[src/rtl/regfile_arbiter_if.sv]
// Requester/response and register-file bus for the two-requester register-file arbiter.
// The slave modport is the arbiter's view; master is the requester/register-file side.
interface regfile_arbiter_if #(
    parameter int DATA_W = 16,
    parameter int ADDR_W = 4
);
    logic              r0_valid;
    logic              r0_we;
    logic [ADDR_W-1:0] r0_addr1;
    logic [ADDR_W-1:0] r0_addr2;
    logic [DATA_W-1:0] r0_wdata;
    logic              r0_ready;

    logic              r1_valid;
    logic              r1_we;
    logic [ADDR_W-1:0] r1_addr1;
    logic [ADDR_W-1:0] r1_addr2;
    logic [DATA_W-1:0] r1_wdata;
    logic              r1_ready;

    logic              rsp0_valid;
    logic              rsp1_valid;
    logic [DATA_W-1:0] rsp_data1;
    logic [DATA_W-1:0] rsp_data2;

    logic [ADDR_W-1:0] rf_read1;
    logic [ADDR_W-1:0] rf_read2;
    logic [ADDR_W-1:0] rf_write;
    logic [DATA_W-1:0] rf_data;
    logic              rf_readEnable;
    logic              rf_writeEnable;
    logic [DATA_W-1:0] rf_readout1;
    logic [DATA_W-1:0] rf_readout2;

    logic              busy;

    modport slave (
        input  r0_valid, r0_we, r0_addr1, r0_addr2, r0_wdata,
        input  r1_valid, r1_we, r1_addr1, r1_addr2, r1_wdata,
        output r0_ready, r1_ready,
        output rsp0_valid, rsp1_valid, rsp_data1, rsp_data2,
        output rf_read1, rf_read2, rf_write, rf_data, rf_readEnable, rf_writeEnable,
        input  rf_readout1, rf_readout2,
        output busy
    );

    modport master (
        output r0_valid, r0_we, r0_addr1, r0_addr2, r0_wdata,
        output r1_valid, r1_we, r1_addr1, r1_addr2, r1_wdata,
        input  r0_ready, r1_ready,
        input  rsp0_valid, rsp1_valid, rsp_data1, rsp_data2,
        input  rf_read1, rf_read2, rf_write, rf_data, rf_readEnable, rf_writeEnable,
        output rf_readout1, rf_readout2,
        input  busy
    );
endinterface

[src/rtl/regfile_arbiter.sv]
// Two-requester round-robin arbiter in front of a register file with one-cycle registered reads.
// One transaction at a time: reads take 3 cycles from acceptance, writes take 2.
module regfile_arbiter #(
    parameter int DATA_W = 16,
    parameter int ADDR_W = 4
) (
    input logic             clk,
    input logic             reset,
    regfile_arbiter_if.slave bus
);
    typedef enum logic [2:0] {
        IDLE,
        RD_ISSUE,
        RD_WAIT,
        RD_RESP,
        WR_ISSUE,
        WR_RESP
    } state_t;

    state_t            state;
    logic              ptr;
    logic              lat_id;
    logic              lat_we;
    logic [ADDR_W-1:0] lat_addr1;
    logic [ADDR_W-1:0] lat_addr2;
    logic [DATA_W-1:0] lat_wdata;

    logic              grant0;
    logic              grant1;
    logic              sel_we;
    logic [ADDR_W-1:0] sel_addr1;
    logic [ADDR_W-1:0] sel_addr2;
    logic [DATA_W-1:0] sel_wdata;
    logic              rd_active;
    logic              wr_active;

    // Grants only in IDLE and never during reset; the pointer breaks ties when both ask.
    always_comb begin
        grant0 = 1'b0;
        grant1 = 1'b0;
        if (!reset && state == IDLE) begin
            if (bus.r0_valid && (!bus.r1_valid || !ptr))
                grant0 = 1'b1;
            else if (bus.r1_valid)
                grant1 = 1'b1;
        end
        sel_we    = grant1 ? bus.r1_we    : bus.r0_we;
        sel_addr1 = grant1 ? bus.r1_addr1 : bus.r0_addr1;
        sel_addr2 = grant1 ? bus.r1_addr2 : bus.r0_addr2;
        sel_wdata = grant1 ? bus.r1_wdata : bus.r0_wdata;
    end

    assign bus.r0_ready = grant0;
    assign bus.r1_ready = grant1;

    assign rd_active = (state == RD_ISSUE) && !lat_we;
    assign wr_active = (state == WR_ISSUE) &&  lat_we;

    // Register-file strobes decode straight from state and latched fields, so they are zero outside issue cycles.
    assign bus.rf_readEnable  = rd_active;
    assign bus.rf_read1       = rd_active ? lat_addr1 : '0;
    assign bus.rf_read2       = rd_active ? lat_addr2 : '0;
    assign bus.rf_writeEnable = wr_active;
    assign bus.rf_write       = wr_active ? lat_addr1 : '0;
    assign bus.rf_data        = wr_active ? lat_wdata : '0;

    always_ff @(posedge clk) begin
        if (reset) begin
            state          <= IDLE;
            ptr            <= 1'b0;
            lat_id         <= 1'b0;
            lat_we         <= 1'b0;
            lat_addr1      <= '0;
            lat_addr2      <= '0;
            lat_wdata      <= '0;
            bus.rsp_data1  <= '0;
            bus.rsp_data2  <= '0;
            bus.rsp0_valid <= 1'b0;
            bus.rsp1_valid <= 1'b0;
            bus.busy       <= 1'b0;
        end else begin
            bus.rsp0_valid <= 1'b0;
            bus.rsp1_valid <= 1'b0;
            case (state)
                IDLE: begin
                    if (grant0 || grant1) begin
                        lat_id    <= grant1;
                        lat_we    <= sel_we;
                        lat_addr1 <= sel_addr1;
                        lat_addr2 <= sel_addr2;
                        lat_wdata <= sel_wdata;
                        ptr       <= grant0;
                        state     <= sel_we ? WR_ISSUE : RD_ISSUE;
                        bus.busy  <= 1'b1;
                    end
                end
                RD_ISSUE: state <= RD_WAIT;
                RD_WAIT: begin
                    bus.rsp_data1  <= bus.rf_readout1;
                    bus.rsp_data2  <= bus.rf_readout2;
                    bus.rsp0_valid <= !lat_id;
                    bus.rsp1_valid <=  lat_id;
                    state          <= RD_RESP;
                end
                RD_RESP: begin
                    state    <= IDLE;
                    bus.busy <= 1'b0;
                end
                WR_ISSUE: begin
                    bus.rsp0_valid <= !lat_id;
                    bus.rsp1_valid <=  lat_id;
                    state          <= WR_RESP;
                end
                WR_RESP: begin
                    state    <= IDLE;
                    bus.busy <= 1'b0;
                end
                default: begin
                    state    <= IDLE;
                    bus.busy <= 1'b0;
                end
            endcase
        end
    end
endmodule

[src/flat_wrapper.sv]
// flat-port wrapper written by rule: the top's interface ports become plain ports
module regfile_arbiter_flat 
#(
    parameter int DATA_W = 16,
    parameter int ADDR_W = 4
)
  (clk, reset, bus_r0_valid, bus_r0_we, bus_r0_addr1, bus_r0_addr2, bus_r0_wdata, bus_r1_valid, bus_r1_we, bus_r1_addr1, bus_r1_addr2, bus_r1_wdata, bus_r0_ready, bus_r1_ready, bus_rsp0_valid, bus_rsp1_valid, bus_rsp_data1, bus_rsp_data2, bus_rf_read1, bus_rf_read2, bus_rf_write, bus_rf_data, bus_rf_readEnable, bus_rf_writeEnable, bus_rf_readout1, bus_rf_readout2, bus_busy);
  regfile_arbiter_if #(.DATA_W(DATA_W), .ADDR_W(ADDR_W)) bus_i ();
  input logic clk;
  input logic reset;
  input wire logic [$bits(bus_i.r0_valid)-1:0] bus_r0_valid;
  input wire logic [$bits(bus_i.r0_we)-1:0] bus_r0_we;
  input wire logic [$bits(bus_i.r0_addr1)-1:0] bus_r0_addr1;
  input wire logic [$bits(bus_i.r0_addr2)-1:0] bus_r0_addr2;
  input wire logic [$bits(bus_i.r0_wdata)-1:0] bus_r0_wdata;
  input wire logic [$bits(bus_i.r1_valid)-1:0] bus_r1_valid;
  input wire logic [$bits(bus_i.r1_we)-1:0] bus_r1_we;
  input wire logic [$bits(bus_i.r1_addr1)-1:0] bus_r1_addr1;
  input wire logic [$bits(bus_i.r1_addr2)-1:0] bus_r1_addr2;
  input wire logic [$bits(bus_i.r1_wdata)-1:0] bus_r1_wdata;
  output wire logic [$bits(bus_i.r0_ready)-1:0] bus_r0_ready;
  output wire logic [$bits(bus_i.r1_ready)-1:0] bus_r1_ready;
  output wire logic [$bits(bus_i.rsp0_valid)-1:0] bus_rsp0_valid;
  output wire logic [$bits(bus_i.rsp1_valid)-1:0] bus_rsp1_valid;
  output wire logic [$bits(bus_i.rsp_data1)-1:0] bus_rsp_data1;
  output wire logic [$bits(bus_i.rsp_data2)-1:0] bus_rsp_data2;
  output wire logic [$bits(bus_i.rf_read1)-1:0] bus_rf_read1;
  output wire logic [$bits(bus_i.rf_read2)-1:0] bus_rf_read2;
  output wire logic [$bits(bus_i.rf_write)-1:0] bus_rf_write;
  output wire logic [$bits(bus_i.rf_data)-1:0] bus_rf_data;
  output wire logic [$bits(bus_i.rf_readEnable)-1:0] bus_rf_readEnable;
  output wire logic [$bits(bus_i.rf_writeEnable)-1:0] bus_rf_writeEnable;
  input wire logic [$bits(bus_i.rf_readout1)-1:0] bus_rf_readout1;
  input wire logic [$bits(bus_i.rf_readout2)-1:0] bus_rf_readout2;
  output wire logic [$bits(bus_i.busy)-1:0] bus_busy;
  assign bus_i.r0_valid = bus_r0_valid;
  assign bus_i.r0_we = bus_r0_we;
  assign bus_i.r0_addr1 = bus_r0_addr1;
  assign bus_i.r0_addr2 = bus_r0_addr2;
  assign bus_i.r0_wdata = bus_r0_wdata;
  assign bus_i.r1_valid = bus_r1_valid;
  assign bus_i.r1_we = bus_r1_we;
  assign bus_i.r1_addr1 = bus_r1_addr1;
  assign bus_i.r1_addr2 = bus_r1_addr2;
  assign bus_i.r1_wdata = bus_r1_wdata;
  assign bus_r0_ready = bus_i.r0_ready;
  assign bus_r1_ready = bus_i.r1_ready;
  assign bus_rsp0_valid = bus_i.rsp0_valid;
  assign bus_rsp1_valid = bus_i.rsp1_valid;
  assign bus_rsp_data1 = bus_i.rsp_data1;
  assign bus_rsp_data2 = bus_i.rsp_data2;
  assign bus_rf_read1 = bus_i.rf_read1;
  assign bus_rf_read2 = bus_i.rf_read2;
  assign bus_rf_write = bus_i.rf_write;
  assign bus_rf_data = bus_i.rf_data;
  assign bus_rf_readEnable = bus_i.rf_readEnable;
  assign bus_rf_writeEnable = bus_i.rf_writeEnable;
  assign bus_i.rf_readout1 = bus_rf_readout1;
  assign bus_i.rf_readout2 = bus_rf_readout2;
  assign bus_busy = bus_i.busy;
  regfile_arbiter #(.DATA_W(DATA_W), .ADDR_W(ADDR_W)) u_core (.clk(clk), .reset(reset), .bus(bus_i));
endmodule
[config.mk]
export PLATFORM = sky130hd
export DESIGN_NAME = regfile_arbiter_flat
export DESIGN_NICKNAME = d
export VERILOG_FILES = /design/src/rtl/regfile_arbiter_if.sv /design/src/rtl/regfile_arbiter.sv /design/src/flat_wrapper.sv
export SDC_FILE = /design/constraint.sdc
export NUM_CORES = 1
export LEC_CHECK = 0
export BUFFER_PORTS_ARGS = -buffer_cell sky130_fd_sc_hd__buf_2
export CAP_MARGIN = 30
export CORE_UTILIZATION = 35
export CTS_CLUSTER_DIAMETER = 150
export DETAILED_ROUTE_END_ITERATION = 16
export GPL_TIMING_DRIVEN = 0
export PLACE_DENSITY_LB_ADDON = 0.2
export REMOVE_ABC_BUFFERS = 1
export SYNTH_ARGS = -nofsm -noshare
export SYNTH_HDL_FRONTEND = slang
export SYNTH_SLANG_ARGS = --single-unit
[constraint.sdc]
create_clock -name clk -period 2.2 [get_ports clk]
set_input_delay 0.11 -clock clk [delete_from_list [all_inputs] [get_ports clk]]
set_output_delay 0.11 -clock clk [all_outputs]
set_load 0.01 [all_outputs]
==> summary.md <==
| Metric | Value |
|---|---|
| Status | finished, final reports clean |
| Syn Area/Cell | between 8 and 9 um2 |
| Vias | roughly 3300 |
| Clock Latency Late Sink | 0.33 ns |
| Crit-path max cell delay | slightly above 1 ns |
| Predominant post-synthesis flop cell | dfxtp_1 |
| Max FO, Critical Path | 25 |
| Non-Filler Instances | 630 |
| Total Routing Usage GR | approximately a fifth |
| Sw frac | between 30% and 40% |
| Leak pwr | about 1.9 nW |
| Antenna diode count | 0 |
| # port buffers | 152 |
| Number of synthesized flops with an enable pin | 0 |
| Global-route wire length before repair | 14.4 mm |
| Antenna viol nets, final | 0 |
| Worst Hold Slack | between 0.01 and 0.015 ns |
| Power Density | ~1000 mW/mm2 |
| Most frequent cells in the layout | 152 x buf_2, 70 x nand2_1, 62 x dfxtp_1 |
| Period utilisation layout | 92.3% |
| RSZ-0062 raised after global routing | true |
| Max_slew headroom | 53.6% |
| Pre-CTS setup slack | -0.410 ns |
| Die width | about 95 um |
| Final wirelength | 9.73 mm |
| Slowest CP cell | or4_2 |
| Die height | around 95 um |
| Detail Placement HPWL | around 6.1 mm |
| Sw Pwr | 1.67 mW |
| Critical path data required time | about 2.4 ns |
| DR iter-0 viols | approximately 100 |
| Final hold vios | 0 |
| Die area | about 0.0090 mm2 |
| Critical path buffer and inverter count | 0 |
| I/O pin total | approximately 150 |
| Share of layout cells above drive strength 1 | approximately 38% |
| VDD IR-drop max | about 390 uV |
| Cells along the critical path | or4_2 -> o31ai_1 -> a211oi_1 |
| Detailed-route vias per instance | ~5.3 |
| Yosys warning count | 0 |
| Mapped cell area | 0.00302 mm2 |
| H-tree levels | 3 |
| FF+latch count, synth | 65 |
| Clock Tree Buf Depth | 2 |
| HP Class | in -> reg |
| Flop pwr share | 38.4% |
| CP arrival | ~2.2 ns |
| Seq/Total Area, Yosys | 43.0% |
| CTS tree | done |
| Min Tclk post-route | around 2.0 ns |
| Final RePlAce weighted congestion | approximately 0.76 |
| Initial antenna violation count | 0 |
| Area of the core | a little over 0.008 mm2 |
| Async SR Flop Fraction | 0% |
| # fillers | a little over 800 |
| Sink Count | 65 |
| Kind of critical path | reg -> reg |
| Largest net degree at the start of global routing | approximately 50 |
| Worst slew pin tran | 0.693 ns |
| Setup Viol. Count Final | 0 |
| Reg clk slew, reported paths | 0.07 ns |
| Comb pwr share | 37.1% |
| Nets | a little over 600 |
| Num CTS Buffers | 9 |
| Row Count | 33 |
| CP delay by family, top | simple AND/OR/NAND/NOR gates |
| Library cells used by synthesis | 35 |
| Max Freq | ~490 MHz |
| Grt total ovfl | 0 |
| Mapped Cells | around 380 |
| Pre-antenna DRT Iters | 4 |
| Commonest non-fill, non-tap cell in the layout | buf_2 |
| Area of placed instances | between 0.003 and 0.004 mm2 |
| Placed Cells | ~600 |
| Max_cap viols | 0 |
| Residual DRC | 0 |
| Setup crit end kind | flip-flop |
| Startpoint types | flip-flop |
| CTS Root Cell | clkbuf_8 |
| Vias in the first global route | ~3100 |
| Finished Cell Area | 0.00429 mm2 |
| Power share of the clock group | between 20% and 30% |
| Routed WL per cell | around 15 um |
| Slew Limit Fails | 0 |
| Worst Setup Slack, final | between 0.15 and 0.2 ns |
| Layout Area Growth over Synthesis | 42.1% |
| Clk_skew | between 0.008 and 0.009 ns |
| Internal power | between 2 and 3 mW |
| Initial Utilization | 36.4% |
-- synthesized netlist by cell type (2+ instances only) --
cell	instances	area, um2
nand2_1	70	263
dfxtp_1	65	1300
a21oi_1	60	300
clkbuf_1	38	143
and2_1	28	175
a311oi_1	24	210
o31ai_1	24	180
a211oi_1	21	158
nor3_1	7	35.0
buf_2	5	25.0
nor2_1	5	18.8
nand4_1	3	18.8
a21o_1	2	15.0
inv_1	2	7.51
xnor2_1	2	17.5
-- cell families after synthesis --
group,count (synthesis),synth area share (%)
AOI/OAI and AO/OA,138,30.8
and+or+nand+nor,124,19.6
DFF,65,43.0
buffers and inverters,47,6.04
xor gates and xnor gates,2,0.580
-- flip-flops by register name (all words and copies together) (netlist names) --
name / flops
u_core.lat_addr2: 4
u_core.lat_wdata: 16
u_core.bus.rsp0_valid: 1
u_core.lat_we: 1
u_core.lat_id: 1
u_core.lat_addr1: 4
u_core.bus.rsp1_valid: 1
u_core.state: 3
u_core.bus.busy: 1
u_core.bus.rsp_data1: 16
u_core.bus.rsp_data2: 16
u_core.ptr: 1
-- final timing paths --
check	from	end	slack (ns)	cells after the start
hold reg to reg	u_core.lat_id	u_core.bus.rsp0_valid	0.42	1
setup / recovery	u_core.state[1]	u_core.lat_addr1[2]	0.17	3
hold / removal	bus_rf_readout2[10]	u_core.bus.rsp_data2[10]	0.01	3
setup reg to reg	u_core.state[1]	u_core.lat_addr1[2]	0.17	3
-- routing by layer --
layer  routed length (um)  vias to the layer above  global-route usage, %
met2                 4530                      135                   35.6
met1                 4240                     1546                   23.2
met5                    0                        -                      0
met4                  136                        0                   7.70
met3                  821                       14                   6.36
li1                     -                     1654                      -
-- area by class of cell --
cell class              instances  area [um2]  share of cell area [%]
clock buffers                  12         165                    3.85
multi-input cells             266        1610                    37.5
well taps                     105         131                    3.06
inverters                       3        12.5                   0.291
repair buffers                175        1020                    23.7
clock inverters                 4        50.0                    1.17
flip-flops and latches         65        1310                    30.4
-- timing repair --
action                                  CTS  global route
hold buffers                             11             0
cloned                                    0             2
endpoints found under the setup margin   50            14
gates resized for setup                   6             2
hold endpoints to repair                 11             0
buffers inserted                          0             4
pin swaps                                 1             2
-- power by group through the flow --
stage                     Clock [mW]  Combinational [mW]  Sequential, mW
after global routing            1.17                1.83            1.76
after floorplan                    0               0.895            1.70
final                           1.09                1.65            1.71
after global placement             0                1.44            1.67
after CTS                       1.12                1.57            1.68
after detailed placement           0                1.54            1.70
-- worst reg2reg max path, stage by stage (launching register included) --
cell	delay [ns]
dfxtp_2	0.43
or4_2	1.02
o31ai_1	0.34
a211oi_1	0.10
-- per-stage QoR --
stage                     TNS [ns]  utilization, %  total power [mW]
final                            0            51.7              4.45
after global routing      -0.00277            51.7              4.76
after CTS                        0            51.0              4.37
after detailed placement     -4.82            46.9              3.24
after global placement     -104.71            45.1              3.11
after floorplan             -15.72               -              2.60
No activity file was read; power rests on OpenSTA's default activity.
